## src/rtl/mem_port_arbiter_if.sv

```systemverilog
// Bus bundle between the pipeline memory clients, the arbiter and the
// shared backing memory. Port-indexed vectors are flattened with port p at
// [p*W +: W]. The arbiter uses the slave modport; clients plus memory model
// use the master modport.
interface mem_port_arbiter_if #(
  parameter int NUM_PORTS  = 2,
  parameter int ADDR_WIDTH = 32,
  parameter int DATA_WIDTH = 32
);
  // Client side
  logic [NUM_PORTS-1:0]            req_i;
  logic [NUM_PORTS-1:0]            we_i;
  logic [NUM_PORTS*ADDR_WIDTH-1:0] addr_i;
  logic [NUM_PORTS*DATA_WIDTH-1:0] wdata_i;
  logic [NUM_PORTS*3-1:0]          funct3_i;
  logic [NUM_PORTS-1:0]            abort_i;
  logic [NUM_PORTS-1:0]            ready_o;
  logic [DATA_WIDTH-1:0]           rdata_o;
  logic [NUM_PORTS-1:0]            grant_o;

  // Backing memory side
  logic                            mem_req_o;
  logic                            mem_we_o;
  logic [ADDR_WIDTH-1:0]           mem_addr_o;
  logic [DATA_WIDTH-1:0]           mem_wdata_o;
  logic [2:0]                      mem_funct3_o;
  logic                            mem_ack_i;
  logic [DATA_WIDTH-1:0]           mem_rdata_i;

  modport slave (
    input  req_i, we_i, addr_i, wdata_i, funct3_i, abort_i,
    input  mem_ack_i, mem_rdata_i,
    output ready_o, rdata_o, grant_o,
    output mem_req_o, mem_we_o, mem_addr_o, mem_wdata_o, mem_funct3_o
  );

  modport master (
    output req_i, we_i, addr_i, wdata_i, funct3_i, abort_i,
    output mem_ack_i, mem_rdata_i,
    input  ready_o, rdata_o, grant_o,
    input  mem_req_o, mem_we_o, mem_addr_o, mem_wdata_o, mem_funct3_o
  );
endinterface

```

## src/rtl/mem_port_arbiter.sv

```systemverilog
// Round-robin arbiter between N pipeline memory clients and one shared
// backing memory.
//
// Handshake: a client raises req_i[p] and holds it, with its we/addr/wdata/
// funct3, until it sees ready_o[p] (a one-cycle pulse) or it aborts. The
// arbiter raises mem_req_o and holds it, with stable mem_* fields, until the
// memory returns a one-cycle mem_ack_i (mem_rdata_i valid alongside it).
// abort_i[p] keeps p from being granted while it waits; once p is in service
// the memory access still completes, but p gets no ready_o and rdata_o is
// left alone.
module mem_port_arbiter #(
  parameter int NUM_PORTS  = 2,
  parameter int ADDR_WIDTH = 32,
  parameter int DATA_WIDTH = 32
) (
  input  logic              clk_i,
  input  logic              rst_n_i,
  mem_port_arbiter_if.slave bus,
  output logic              dbg_state_o   // 1 while BUSY
);

  localparam int PW = $clog2(NUM_PORTS);

  typedef enum logic {
    IDLE = 1'b0,
    BUSY = 1'b1
  } state_e;

  state_e                state;
  logic [PW-1:0]         last_grant;
  logic                  abort_q;

  logic [NUM_PORTS-1:0]  eligible;
  logic                  pick_valid;
  logic [PW-1:0]         pick_idx;
  logic [PW-1:0]         cand;
  logic                  sel_we;
  logic [ADDR_WIDTH-1:0] sel_addr;
  logic [DATA_WIDTH-1:0] sel_wdata;
  logic [2:0]            sel_funct3;
  logic                  cur_abort;

  assign eligible    = bus.req_i & ~bus.abort_i;
  // An abort seen this cycle or at any earlier BUSY cycle cancels the reply.
  assign cur_abort   = abort_q | (|(bus.abort_i & bus.grant_o));
  assign dbg_state_o = (state == BUSY);

  // Round-robin search starting just after the last served port.
  always_comb begin
    pick_valid = 1'b0;
    pick_idx   = '0;
    cand       = '0;
    for (int i = 1; i <= NUM_PORTS; i++) begin
      cand = PW'((int'(last_grant) + i) % NUM_PORTS);
      if (!pick_valid && eligible[cand]) begin
        pick_valid = 1'b1;
        pick_idx   = cand;
      end
    end
  end

  // Mux the chosen port's request fields out of the flattened buses.
  always_comb begin
    sel_we     = 1'b0;
    sel_addr   = '0;
    sel_wdata  = '0;
    sel_funct3 = '0;
    for (int p = 0; p < NUM_PORTS; p++) begin
      if (PW'(p) == pick_idx) begin
        sel_we     = bus.we_i[p];
        sel_addr   = bus.addr_i[p*ADDR_WIDTH +: ADDR_WIDTH];
        sel_wdata  = bus.wdata_i[p*DATA_WIDTH +: DATA_WIDTH];
        sel_funct3 = bus.funct3_i[p*3 +: 3];
      end
    end
  end

  // Arbitration FSM with all outputs registered.
  always_ff @(posedge clk_i) begin
    if (!rst_n_i) begin
      state            <= IDLE;
      last_grant       <= PW'(NUM_PORTS - 1);
      abort_q          <= 1'b0;
      bus.ready_o      <= '0;
      bus.rdata_o      <= '0;
      bus.grant_o      <= '0;
      bus.mem_req_o    <= 1'b0;
      bus.mem_we_o     <= 1'b0;
      bus.mem_addr_o   <= '0;
      bus.mem_wdata_o  <= '0;
      bus.mem_funct3_o <= '0;
    end else begin
      bus.ready_o <= '0;
      case (state)
        IDLE: begin
          if (pick_valid) begin
            bus.grant_o      <= NUM_PORTS'(1) << pick_idx;
            bus.mem_req_o    <= 1'b1;
            bus.mem_we_o     <= sel_we;
            bus.mem_addr_o   <= sel_addr;
            bus.mem_wdata_o  <= sel_wdata;
            bus.mem_funct3_o <= sel_funct3;
            abort_q          <= 1'b0;
            state            <= BUSY;
          end
        end
        BUSY: begin
          if (cur_abort) begin
            abort_q <= 1'b1;
          end
          if (bus.mem_ack_i) begin
            for (int p = 0; p < NUM_PORTS; p++) begin
              if (bus.grant_o[p]) begin
                last_grant <= PW'(p);
              end
            end
            if (!cur_abort) begin
              bus.ready_o <= bus.grant_o;
              if (!bus.mem_we_o) begin
                bus.rdata_o <= bus.mem_rdata_i;
              end
            end
            bus.grant_o   <= '0;
            bus.mem_req_o <= 1'b0;
            abort_q       <= 1'b0;
            state         <= IDLE;
          end
        end
        default: state <= IDLE;
      endcase
    end
  end

endmodule

```

## src/flat_wrapper.sv

```systemverilog
// flat-port wrapper written by rule: the top's interface ports become plain ports
module mem_port_arbiter_flat 
#(
  parameter int NUM_PORTS  = 2,
  parameter int ADDR_WIDTH = 32,
  parameter int DATA_WIDTH = 32
)
  (clk_i, rst_n_i, dbg_state_o, bus_req_i, bus_we_i, bus_addr_i, bus_wdata_i, bus_funct3_i, bus_abort_i, bus_mem_ack_i, bus_mem_rdata_i, bus_ready_o, bus_rdata_o, bus_grant_o, bus_mem_req_o, bus_mem_we_o, bus_mem_addr_o, bus_mem_wdata_o, bus_mem_funct3_o);
  mem_port_arbiter_if #(.NUM_PORTS(NUM_PORTS), .ADDR_WIDTH(ADDR_WIDTH), .DATA_WIDTH(DATA_WIDTH)) bus_i ();
  input  logic clk_i;
  input  logic rst_n_i;
  output logic dbg_state_o;
  input wire logic [$bits(bus_i.req_i)-1:0] bus_req_i;
  input wire logic [$bits(bus_i.we_i)-1:0] bus_we_i;
  input wire logic [$bits(bus_i.addr_i)-1:0] bus_addr_i;
  input wire logic [$bits(bus_i.wdata_i)-1:0] bus_wdata_i;
  input wire logic [$bits(bus_i.funct3_i)-1:0] bus_funct3_i;
  input wire logic [$bits(bus_i.abort_i)-1:0] bus_abort_i;
  input wire logic [$bits(bus_i.mem_ack_i)-1:0] bus_mem_ack_i;
  input wire logic [$bits(bus_i.mem_rdata_i)-1:0] bus_mem_rdata_i;
  output wire logic [$bits(bus_i.ready_o)-1:0] bus_ready_o;
  output wire logic [$bits(bus_i.rdata_o)-1:0] bus_rdata_o;
  output wire logic [$bits(bus_i.grant_o)-1:0] bus_grant_o;
  output wire logic [$bits(bus_i.mem_req_o)-1:0] bus_mem_req_o;
  output wire logic [$bits(bus_i.mem_we_o)-1:0] bus_mem_we_o;
  output wire logic [$bits(bus_i.mem_addr_o)-1:0] bus_mem_addr_o;
  output wire logic [$bits(bus_i.mem_wdata_o)-1:0] bus_mem_wdata_o;
  output wire logic [$bits(bus_i.mem_funct3_o)-1:0] bus_mem_funct3_o;
  assign bus_i.req_i = bus_req_i;
  assign bus_i.we_i = bus_we_i;
  assign bus_i.addr_i = bus_addr_i;
  assign bus_i.wdata_i = bus_wdata_i;
  assign bus_i.funct3_i = bus_funct3_i;
  assign bus_i.abort_i = bus_abort_i;
  assign bus_i.mem_ack_i = bus_mem_ack_i;
  assign bus_i.mem_rdata_i = bus_mem_rdata_i;
  assign bus_ready_o = bus_i.ready_o;
  assign bus_rdata_o = bus_i.rdata_o;
  assign bus_grant_o = bus_i.grant_o;
  assign bus_mem_req_o = bus_i.mem_req_o;
  assign bus_mem_we_o = bus_i.mem_we_o;
  assign bus_mem_addr_o = bus_i.mem_addr_o;
  assign bus_mem_wdata_o = bus_i.mem_wdata_o;
  assign bus_mem_funct3_o = bus_i.mem_funct3_o;
  mem_port_arbiter #(.NUM_PORTS(NUM_PORTS), .ADDR_WIDTH(ADDR_WIDTH), .DATA_WIDTH(DATA_WIDTH)) u_core (.clk_i(clk_i), .rst_n_i(rst_n_i), .bus(bus_i), .dbg_state_o(dbg_state_o));
endmodule
```

## config.mk

```make
export PLATFORM = sky130hd
export DESIGN_NAME = mem_port_arbiter_flat
export DESIGN_NICKNAME = d
export VERILOG_FILES = /design/src/rtl/mem_port_arbiter_if.sv /design/src/rtl/mem_port_arbiter.sv /design/src/flat_wrapper.sv
export SDC_FILE = /design/constraint.sdc
export NUM_CORES = 1
export LEC_CHECK = 0
export ABC_CLOCK_PERIOD_IN_PS = 1310
export BUFFER_PORTS_ARGS = -buffer_cell sky130_fd_sc_hd__buf_4
export CAP_MARGIN = 20
export CORE_MARGIN = 5
export CORE_UTILIZATION = 40
export DETAILED_ROUTE_END_ITERATION = 16
export PLACE_DENSITY = 0.77
export SLEW_MARGIN = 25
export SYNTH_ARGS = -nofsm -noshare
export SYNTH_HDL_FRONTEND = slang
export SYNTH_SLANG_ARGS = --single-unit
```

## constraint.sdc

```tcl
create_clock -name clk_i -period 1.31 [get_ports clk_i]
set_input_delay 0.0655 -clock clk_i [delete_from_list [all_inputs] [get_ports clk_i]]
set_output_delay 0.0655 -clock clk_i [all_outputs]
set_load 0.01 [all_outputs]
```

== After elaboration in Yosys (flattened, before gate mapping) ==
Cells that the tools add are included.

* Register bits: 108
* Input bits: 175
* Output and inout bits: 106
* Word-level logic and storage cells: 65

* Add/subtract/negate cells: 2
* Order comparisons: 2
* Equal/unequal tests: 3
* Shift-type cells: 1
* Mux-type cells: 27
* Bitwise gates (word level): 9
* Reductions and logical operators: 10

{| class="wikitable"
|+ Operators by type and width
! kind !! number
|-
| $mux W32 || 2
|-
| $mux W1 || 18
|-
| $pmux W1 S2 || 3
|-
| $reduce_and A2 Y1 || 3
|-
| $not A1 Y1 || 5
|-
| $and A2 B2 Y2 || 2
|-
| $lt A1 B2 Y1 const B || 2
|-
| $mux W2 || 2
|-
| $pmux W2 S2 || 1
|-
| $reduce_and A4 Y1 || 1
|-
| $reduce_or A4 Y1 || 1
|-
| $mux W3 || 1
|-
| $ne A3 B3 Y1 const B || 1
|-
| $reduce_and A3 Y1 || 1
|-
| $add A1 B1 Y1 const B || 2
|-
| $ne A2 B1 Y1 const B || 1
|-
| $ne A2 B2 Y1 const B || 1
|-
| $not A2 Y2 || 1
|-
| $reduce_bool A2 Y1 || 1
|-
| $reduce_or A2 Y1 || 1
|-
| $shl A1 B1 Y2 const A || 1
|-
| $logic_and A1 B1 Y1 || 1
|-
| $logic_not A1 Y1 || 1
|-
| $or A1 B1 Y1 || 1
|}

== Logic depth before layout (Yosys ltp) ==
Gate-level depths: netlist of the first run.

* Depth in word-level cells: 11
* Depth in mapped cells: 6
* Depth with buffers taken out: 3

== Least setup slack after synthesis of the first run ==
Ideal clock, no wire load.

* Path type: reg-to-reg
* Start point: register u_core.state (netlist: u_core.dbg_state_o)
* End point: register u_core.bus.mem_addr_o[18]
* Library setup time: 134 ps
* Data arrival time: 1274 ps
* Data required time: 1176 ps
* Path slack: -97 ps
* Cell stages (with the launch flop): 7
* Path buffers: 3
* Clock period less this slack: 1407 ps
* Path through: dfxtp_1 > and4bb_1 > buf_2 > buf_4 > buf_4 > nand3_1 > o311ai_1

* Word-level cells in the longest chain between the ends: 2

{| class="wikitable"
|+ RTL lines
! element !! line !! text
|-
| start: declaration || mem_port_arbiter.sv:29 || <nowiki>state_e state;</nowiki>
|-
| start signal: assignment || mem_port_arbiter.sv:81 || <nowiki>state <= IDLE;</nowiki>
|-
| start signal: assignment || mem_port_arbiter.sv:104 || <nowiki>state <= BUSY;</nowiki>
|-
| start signal: assignment || mem_port_arbiter.sv:126 || <nowiki>state <= IDLE;</nowiki>
|-
| $not A1 Y1 || - ||
|-
| $reduce_and A2 Y1 (no source line) || - ||
|-
| end signal: assignment || mem_port_arbiter.sv:100 || <nowiki>bus.mem_addr_o <= sel_addr;</nowiki>
|-
| end: declaration || mem_port_arbiter_if.sv:34 || <nowiki>output mem_req_o, mem_we_o, mem_addr_o, mem_wdata_o, mem_funct3_o</nowiki>
|}

Every way passes these cells.
A chain may end at the register's enable or synchronous reset.

== Final worst setup path of the first run ==
* Start point: register u_core.bus.grant_o[0]
* End point: register u_core.bus.rdata_o[3]

* Word-level cells in the longest chain between the ends: 5

{| class="wikitable"
|+ RTL lines
! element !! line !! text
|-
| start: declaration || mem_port_arbiter_if.sv:33 || <nowiki>output ready_o, rdata_o, grant_o,</nowiki>
|-
| start signal: assignment || mem_port_arbiter.sv:97 || <nowiki>bus.grant_o <= NUM_PORTS'(1) << pick_idx;</nowiki>
|-
| $and A2 B2 Y2 || mem_port_arbiter.sv:45 || <nowiki>assign cur_abort = abort_q | (|(bus.abort_i & bus.grant_o));</nowiki>
|-
| $reduce_or A2 Y1 || mem_port_arbiter.sv:45 ||
|-
| $or A1 B1 Y1 || mem_port_arbiter.sv:45 ||
|-
| $not A1 Y1 (no source line) || - ||
|-
| $reduce_and A4 Y1 (no source line) || - ||
|-
| end signal: assignment || mem_port_arbiter.sv:120 || <nowiki>bus.rdata_o <= bus.mem_rdata_i;</nowiki>
|-
| end: declaration || mem_port_arbiter_if.sv:33 ||
|}

Every way passes these cells.

==> summary by stage, run 1 <==
Min path
The path type of the worst min-delay path is input port to flop.

Finish
In the final layout, the share of cells above drive strength 1 is 46.1%. The area growth from synthesis to layout is 112%. For this run, the post-layout net count is ~1,200.

After the flow finishes, the layout carries non-filler instances totaling 1,186.

Logic synthesis
Yosys printed 0 warnings. After technology mapping, the gate count stands at 577. The library cell with the largest summed area after synthesis is dfxtp_1. By area the synthesized netlist is led by dfxtp_1 43%, nand3_1 14%, o311ai_0 8.6%. Summed over its instances, the top area cell type makes up a little over two fifths of the synthesized netlist area.

The number of library cell types mapped by synthesis is 31. The mean cell area of the mapped netlist is about 8.6 um2. The share of synthesized area occupied by flip-flops and latches is between 40% and 50%. The post-synthesis net count is around 750. The number of flip-flops and latches in the synthesized netlist is between 100 and 150. The combined area of all synthesized cells is between 0.004 and 0.005 mm2.

GRT
The final global-route overflow total is 0. The number of global-route vias before repair is 7,136. The number of antenna violations at the first check in global routing is 1. The pin count of the biggest net entering global routing is 52. Global routing used 30.8% of the available tracks.

The first global-routing pass estimated approximately 37 mm of wire.

Timing
Clock skew on the completed layout was measured at around 0.008 ns. At the pin with the least slew margin, the transition time is between 0.3 and 0.4 ns. The final hold violation count is 2. The total negative slack for setup checks is -4.97 ns. Measured against its own limit, the worst slew margin works out to about 76%.

The share of the clock period used by the worst path is 110%. The number of pins with negative max-slew slack in the final report came to 0. Setup violations remaining at the end of the flow were counted as 90.

Setup repair after global routing could not meet its margin everywhere. Final hold analysis gives a worst-case slack of -0.0121 ns. The peak clock frequency supported by timing is approximately 690 MHz. The final period demand of the worst path is ~1.4 ns. The final worst slack is -0.133 ns.

Die
The core region is approximately 0.012 mm2. The cell row count is 40. between 200 and 300 I/O pins were placed.

The floorplan step set the die width to ~120 um. The die covers approximately 0.015 mm2. The initial standard-cell utilization of the core is about 41%. The die is between 100 and 150 um tall.

Clock network
The clock latency on the worst-skew pair is between 0.3 and 0.4 ns. The deepest clock path buffer count is 2. The tree is rooted in a clkbuf_16. The H-tree depth is 3. The TritonCTS buffer count is 9. The number of sinks on the clock net is 108. The clock slew at the register clock pins of the worst setup and hold paths is about 0.070 ns.

TritonCTS built the clock tree.

Drt
The count of nets left with antenna violations once routing finished came out at 0. The post-detailed-route via-to-cell ratio is slightly above 6. Dividing the detail-routed wire length by the instance count gives ~25 um. The number of DRC violations after detailed routing is 0. The via count of the routed design is approximately 7,400. The routed wire length is about 30 mm. After the first detailed-routing iteration, the DRC count stood at just over 900.

The first detailed-routing pass took 5 iterations.

Setup path
The category of the critical setup timing path is flop to flop. The worst setup path is captured at a flop. The slack of the worst reg-to-reg path is -0.13 ns. The worst setup path is launched from a flop.

The largest fanout on the critical path is 17. The endpoint required time on the critical path is roughly 1.5 ns. The arrival time reported for the critical path endpoint is about 1.7 ns.

Power and ir drop
The worst-case IR drop observed on VDD is approximately 0.00063 V. The power per unit of standard cell area is 901 mW/mm2. The static leakage power is around 4.2 nW. The total power is between 9 and 10 mW.

Placement
The placed instance count is 981. The wire-length estimate of the detail-placed layout is roughly 13 mm. At the end of routability-driven placement, the weighted congestion stood at about 0.83. The number of input and output port buffers inserted is 280.

Status
The checks that failed: hold timing, setup timing. The flow ran to the end, but the final reports show violations.

Job
The number of max-cap violations is 0.
==> per-layer routing <==
layer  vias up  global-route usage [%]  part of all wire [%]
met5         -                       0                     0
met4         0                    20.0                   8.0
met3       189                    7.61                    11
met2       643                    51.8                    48
met1      3487                    34.7                    34
li1       3034                       -                     -
==> worst max-delay path: stages, from the launching register on <==
cell     delay [ns]
dfxtp_2        0.35
a221o_2        0.43
buf_12         0.19
o31ai_2        0.25
a21oi_2        0.10
==> flip-flops by register name, summed over array words and instances, names as in the netlist <==
signal and count:
u_core.bus.mem_wdata_o 32, u_core.bus.mem_req_o 1, u_core.bus.grant_o 2, u_core.last_grant 1, u_core.bus.mem_addr_o 32, u_core.dbg_state_o 1, u_core.bus.mem_we_o 1, u_core.bus.mem_funct3_o 3
u_core.bus.rdata_o 32, u_core.abort_q 1, u_core.bus.ready_o 2
==> report_power, final <==
group | switching (mW) | internal [mW] | leakage [nW] | total, mW
registers | 0.162 | 3.50 | 0.884 | 3.66
logic | 1.25 | 1.39 | 3.18 | 2.64
clock network | 1.38 | 1.81 | 0.160 | 3.18
total | 2.79 | 6.70 | 4.23 | 9.49
==> layout by cell type (no fill, tap or decap), types with 27 or more instances in the layout <==
| cell type | count |
|---|---|
| o311ai_1 | 50 |
| dlygate4sd3_1 | 157 |
| nand3_2 | 40 |
| o31ai_2 | 27 |
| nand4_1 | 33 |
| inv_1 | 69 |
| a21oi_1 | 29 |
| nand3_1 | 85 |
| dfxtp_1 | 103 |
| buf_4 | 292 |
==> final timing paths <==
check / startpoint / endpoint / cells after the start
worst min register to register: u_core.bus.rdata_o[4] / u_core.bus.rdata_o[4] / 2
worst min-delay path: bus_mem_rdata_i[14] / u_core.bus.rdata_o[14] / 3
worst max register to register: u_core.bus.grant_o[0] / u_core.bus.rdata_o[3] / 4
worst max-delay path: u_core.bus.grant_o[0] / u_core.bus.rdata_o[3] / 4
==> layout make-up <==
class / count / area [um2]
repair buffers: 493 / 4690
inverters: 70 / 263
diodes: 1 / 2.50
clock buffers: 10 / 250
well taps: 168 / 210
clock inverters: 6 / 92.6
flip-flops and latches: 108 / 2170
fillers: 551 / 1580
multi-input cells: 330 / 2850
==> cells in the mapped netlist (all sizes together) <==
cell and instances:
clkbuf 33, or3b 1, inv 70, a221oi 1
o21a 1, nand4 33, dfxtp 108, nand3b 1
a311oi 1, nor3 2, and4bb 2, o311ai 68
nand2b 2, a221o 2, buf 37, a21oi 34
o21ai 2, nand2 7, nor2b 1, a31oi 1
and2 2, nand3 136, o31ai 32
==> cell families (layout without fill, tap and decap cells) <==
family,Yosys count,after routing,share of synthesized area [%]
and+or+nand+nor,187,188,20.0
other,0,1,0
DFF,108,108,43.4
buffers and inverters,140,579,12.2
AOI/OAI and AO/OA,142,142,24.4
==> metrics by stage <==
stage	utilization (%)	instance area (um2)	setup slack [ns]	hold slack (ns)
floorplan	-	4990	0.00401	0.183
global placement	60.3	7310	-0.0533	0.293
detailed placement	60.3	7310	-0.116	0.299
CTS	77.2	9350	-0.0529	0.000137
global route	87.0	10500	-0.178	0.00334
finish	87.0	10500	-0.133	-0.0121
==> timing repair <==
action / in CTS / in global routing
endpoints found under the setup margin: 101 / 99
endpoints found under the hold margin: 91 / 0
hold buffers: 157 / 0
gates resized for setup: 24 / 147
pin swaps: 3 / 29
buffers inserted: 1 / 5
gates cloned: 3 / 22
(Power assumes the default switching activity.)
==> run 2, diff against run 1 <==
--- a/config.mk
+++ b/config.mk
@@ -10,9 +10,11 @@
 export CAP_MARGIN = 20
 export CORE_MARGIN = 5
 export CORE_UTILIZATION = 40
+export CTS_BUF_LIST = sky130_fd_sc_hd__clkbuf_16
 export DETAILED_ROUTE_END_ITERATION = 16
 export PLACE_DENSITY = 0.77
 export SLEW_MARGIN = 25
 export SYNTH_ARGS = -nofsm -noshare
 export SYNTH_HDL_FRONTEND = slang
 export SYNTH_SLANG_ARGS = --single-unit
+export TNS_END_PERCENT = 5
==> summary by stage, run 2 (synthesized netlist as in run 1, its figures left out) <==
Clock network
Buffers inserted during clock tree synthesis total 9. The clock latency on the worst-skew pair is between 0.3 and 0.4 ns. Clock-pin slew was measured on the worst setup and hold paths at 0.08 ns. The deepest clock path buffer count is 2. The H-tree depth is 3. The number of sinks on the clock net is approximately 110. In this run the clock root is driven by a clkbuf_16. The TritonCTS clock tree is built.

Setup path
The critical path startpoint category is a flop. The kind of end point of the critical path is a flop. For this design, the slowest cell found on the critical path is or3b_4. The count of buffer and inverter cells on the critical path is 1. The arrival time reported for the critical path endpoint is between 1.5 and 2 ns. Of all nets on the critical path, the largest fanout is 14. The largest stage delay on the critical path is roughly 0.49 ns.

The critical path is of the flop to flop type. The signal on the critical path passes through or3b_4, buf_16, nand3_1, o311ai_1. The endpoint required time on the critical path is 1.49 ns.

The kind of cell with the highest combined delay along the critical path is simple AND/OR/NAND/NOR gates.

Timing
The final period demand of the worst path is about 1.5 ns. After layout, the worst setup slack is -0.140 ns. The number of pins with negative max-slew slack in the final report came to 0. The clock skew after layout is between 0.01 and 0.015 ns.

The final hold violation count is 0. Setup repair after global routing could not meet its margin everywhere. The worst path uses 111% of the clock period. The number of endpoints failing setup at the final stage is 87. The peak clock frequency supported by timing is a little under 700 MHz. The worst pin sits at a relative slew slack of 66.4%. The transition at the pin with the smallest max-transition slack is just over 0.5 ns. In the final timing run, aggregate negative setup slack is -2.99 ns.

Power and ir drop
Power spread over the standard cell area amounts to between 900 and 1000 mW/mm2. The static leakage power is 3.90 nW. IR analysis of the VDD net gives a maximum drop of 0.000778 V. The total power is 8.63 mW.

Finish
The multi-input combinational cells in the finished layout cover a total of ~0.0024 mm2. At the end of the flow, the number of nets in the layout was 1,164. After filler insertion, the fill cell instance count of the layout stands at between 700 and 800. The share of final-layout standard cells stronger than drive strength 1 is slightly below 40%. Across the whole layout, storage elements account for about 0.0022 mm2.

The layout overhead on the synthesized area is 91.5%. The most common library cell in the layout ignoring fill and taps is buf_4. In the layout the commonest cells are 296 x buf_4, 153 x dlygate4sd3_1, 120 x nand3_1. The largest registers in the layout are u_core.bus.mem_addr_o (32), u_core.bus.mem_wdata_o (32), u_core.bus.rdata_o (32).

Die
The initial standard-cell utilization of the core is between 40% and 50%. In this run the count of I/O pins placed on the die edge is roughly 280. The die covers approximately 0.015 mm2. The die height is between 100 and 150 um. The die is approximately 120 um wide. The initialized floorplan defines 40 standard-cell rows. The total area inside the core boundary comes to 0.0121 mm2.

GRT
The number of antenna violations at the first check in global routing came to 2. The first global-routing pass estimated 35.4 mm of wire. For this run, the total global-route usage over all layers was measured as between 20 and 30%.

The pin count of the biggest net entering global routing is 55. The final global-route overflow total is 0. The number of global-route vias before repair was roughly 6,900.

Drt
The number of DRC violations after detailed routing is 0. In the final routed layout, each cell accounts on average for about 21 um. The post-detailed-route via-to-cell ratio is ~5.9.

The via count of the routed design is 6,896. For this block, the initial DRC count from the detailed router was around 660. Wires add up to roughly 25 mm.

Once detail routing completed, the nets flagged for antenna violations numbered 0. For this run, the detailed router's first-pass iteration total came to 5.

Min path
The path class of the tightest hold or removal check is input port to flop.

Status
The run finished, with violations left. The checks that failed: setup timing.

Job
The number of max-cap violations is 0.

Placement
The detailed placer's ending HPWL is ~13 mm. The number of input and output port buffers inserted is between 200 and 300. The congestion estimate from routability-driven global placement came to 0.817.
-- run 2: stage by stage --
| stage | setup WS [ns] | util (%) | area, um2 | hold WS [ns] | std cells |
|---|---|---|---|---|---|
| after detailed placement | -0.119 | 60.5 | 7320 | 0.298 | 983 |
| after CTS | -0.0763 | 75.7 | 9170 | 0.0000534 | 1150 |
| after global placement | -0.0616 | 60.5 | 7320 | 0.292 | 983 |
| final | -0.140 | 78.7 | 9530 | 0.00438 | 1164 |
| after floorplan | -0.0138 | - | 4980 | 0.183 | 577 |
| after global routing | -0.184 | 78.7 | 9530 | 0.00572 | 1164 |
-- run 2: metal layers --
metal	global-route usage, %	wire [um]	up-vias
li1	-	-	2971
met1	32.8	8740	3215
met2	50.7	11800	549
met3	7.01	2500	161
met4	18.5	1730	0
met5	0	0	-
-- run 2: final cells by class --
class	count	area share (%)
Timing Repair Buffer	471	44.1
Tap cell	168	2.21
Inverter	70	2.76
Clock inverter	6	0.368
Antenna cell	2	0.0525
Multi-Input combinational cell	329	25.1
Sequential cell	108	22.8
Clock buffer	10	2.63
-- run 2: power by group --
part / leakage, nW / internal [mW] / total (mW) / switching (mW)
registers: 0.884 / 3.50 / 3.66 / 0.153
clock network: 0.147 / 1.40 / 2.67 / 1.27
logic: 2.86 / 1.24 / 2.30 / 1.06
total: 3.90 / 6.15 / 8.63 / 2.48
-- run 2: worst paths after layout --
check | from | endpoint | slack, ns | cells past startpoint
min | bus_wdata_i[31] | u_core.bus.mem_wdata_o[31] | 0.004 | 3
min reg2reg | u_core.bus.rdata_o[12] | u_core.bus.rdata_o[12] | 0.48 | 2
max reg2reg | u_core.last_grant | u_core.bus.mem_wdata_o[2] | -0.14 | 4
max | u_core.last_grant | u_core.bus.mem_wdata_o[2] | -0.14 | 4
-- run 2: what timing repair did --
action / in CTS / in global routing
endpoints found under the hold margin: 86 / 2
setup endpoints to repair: 99 / 100
cloned: 1 / 6
resized for setup: 15 / 67
hold buffers: 150 / 3
setup buffers: 0 / 3
pin swaps: 1 / 6
-- run 2: worst min-delay path, delay by kind of cell --
family,cells,cell delay [ns]
compound gates,1,0.10
simple gates,1,0.06
buf+inv,1,0.08
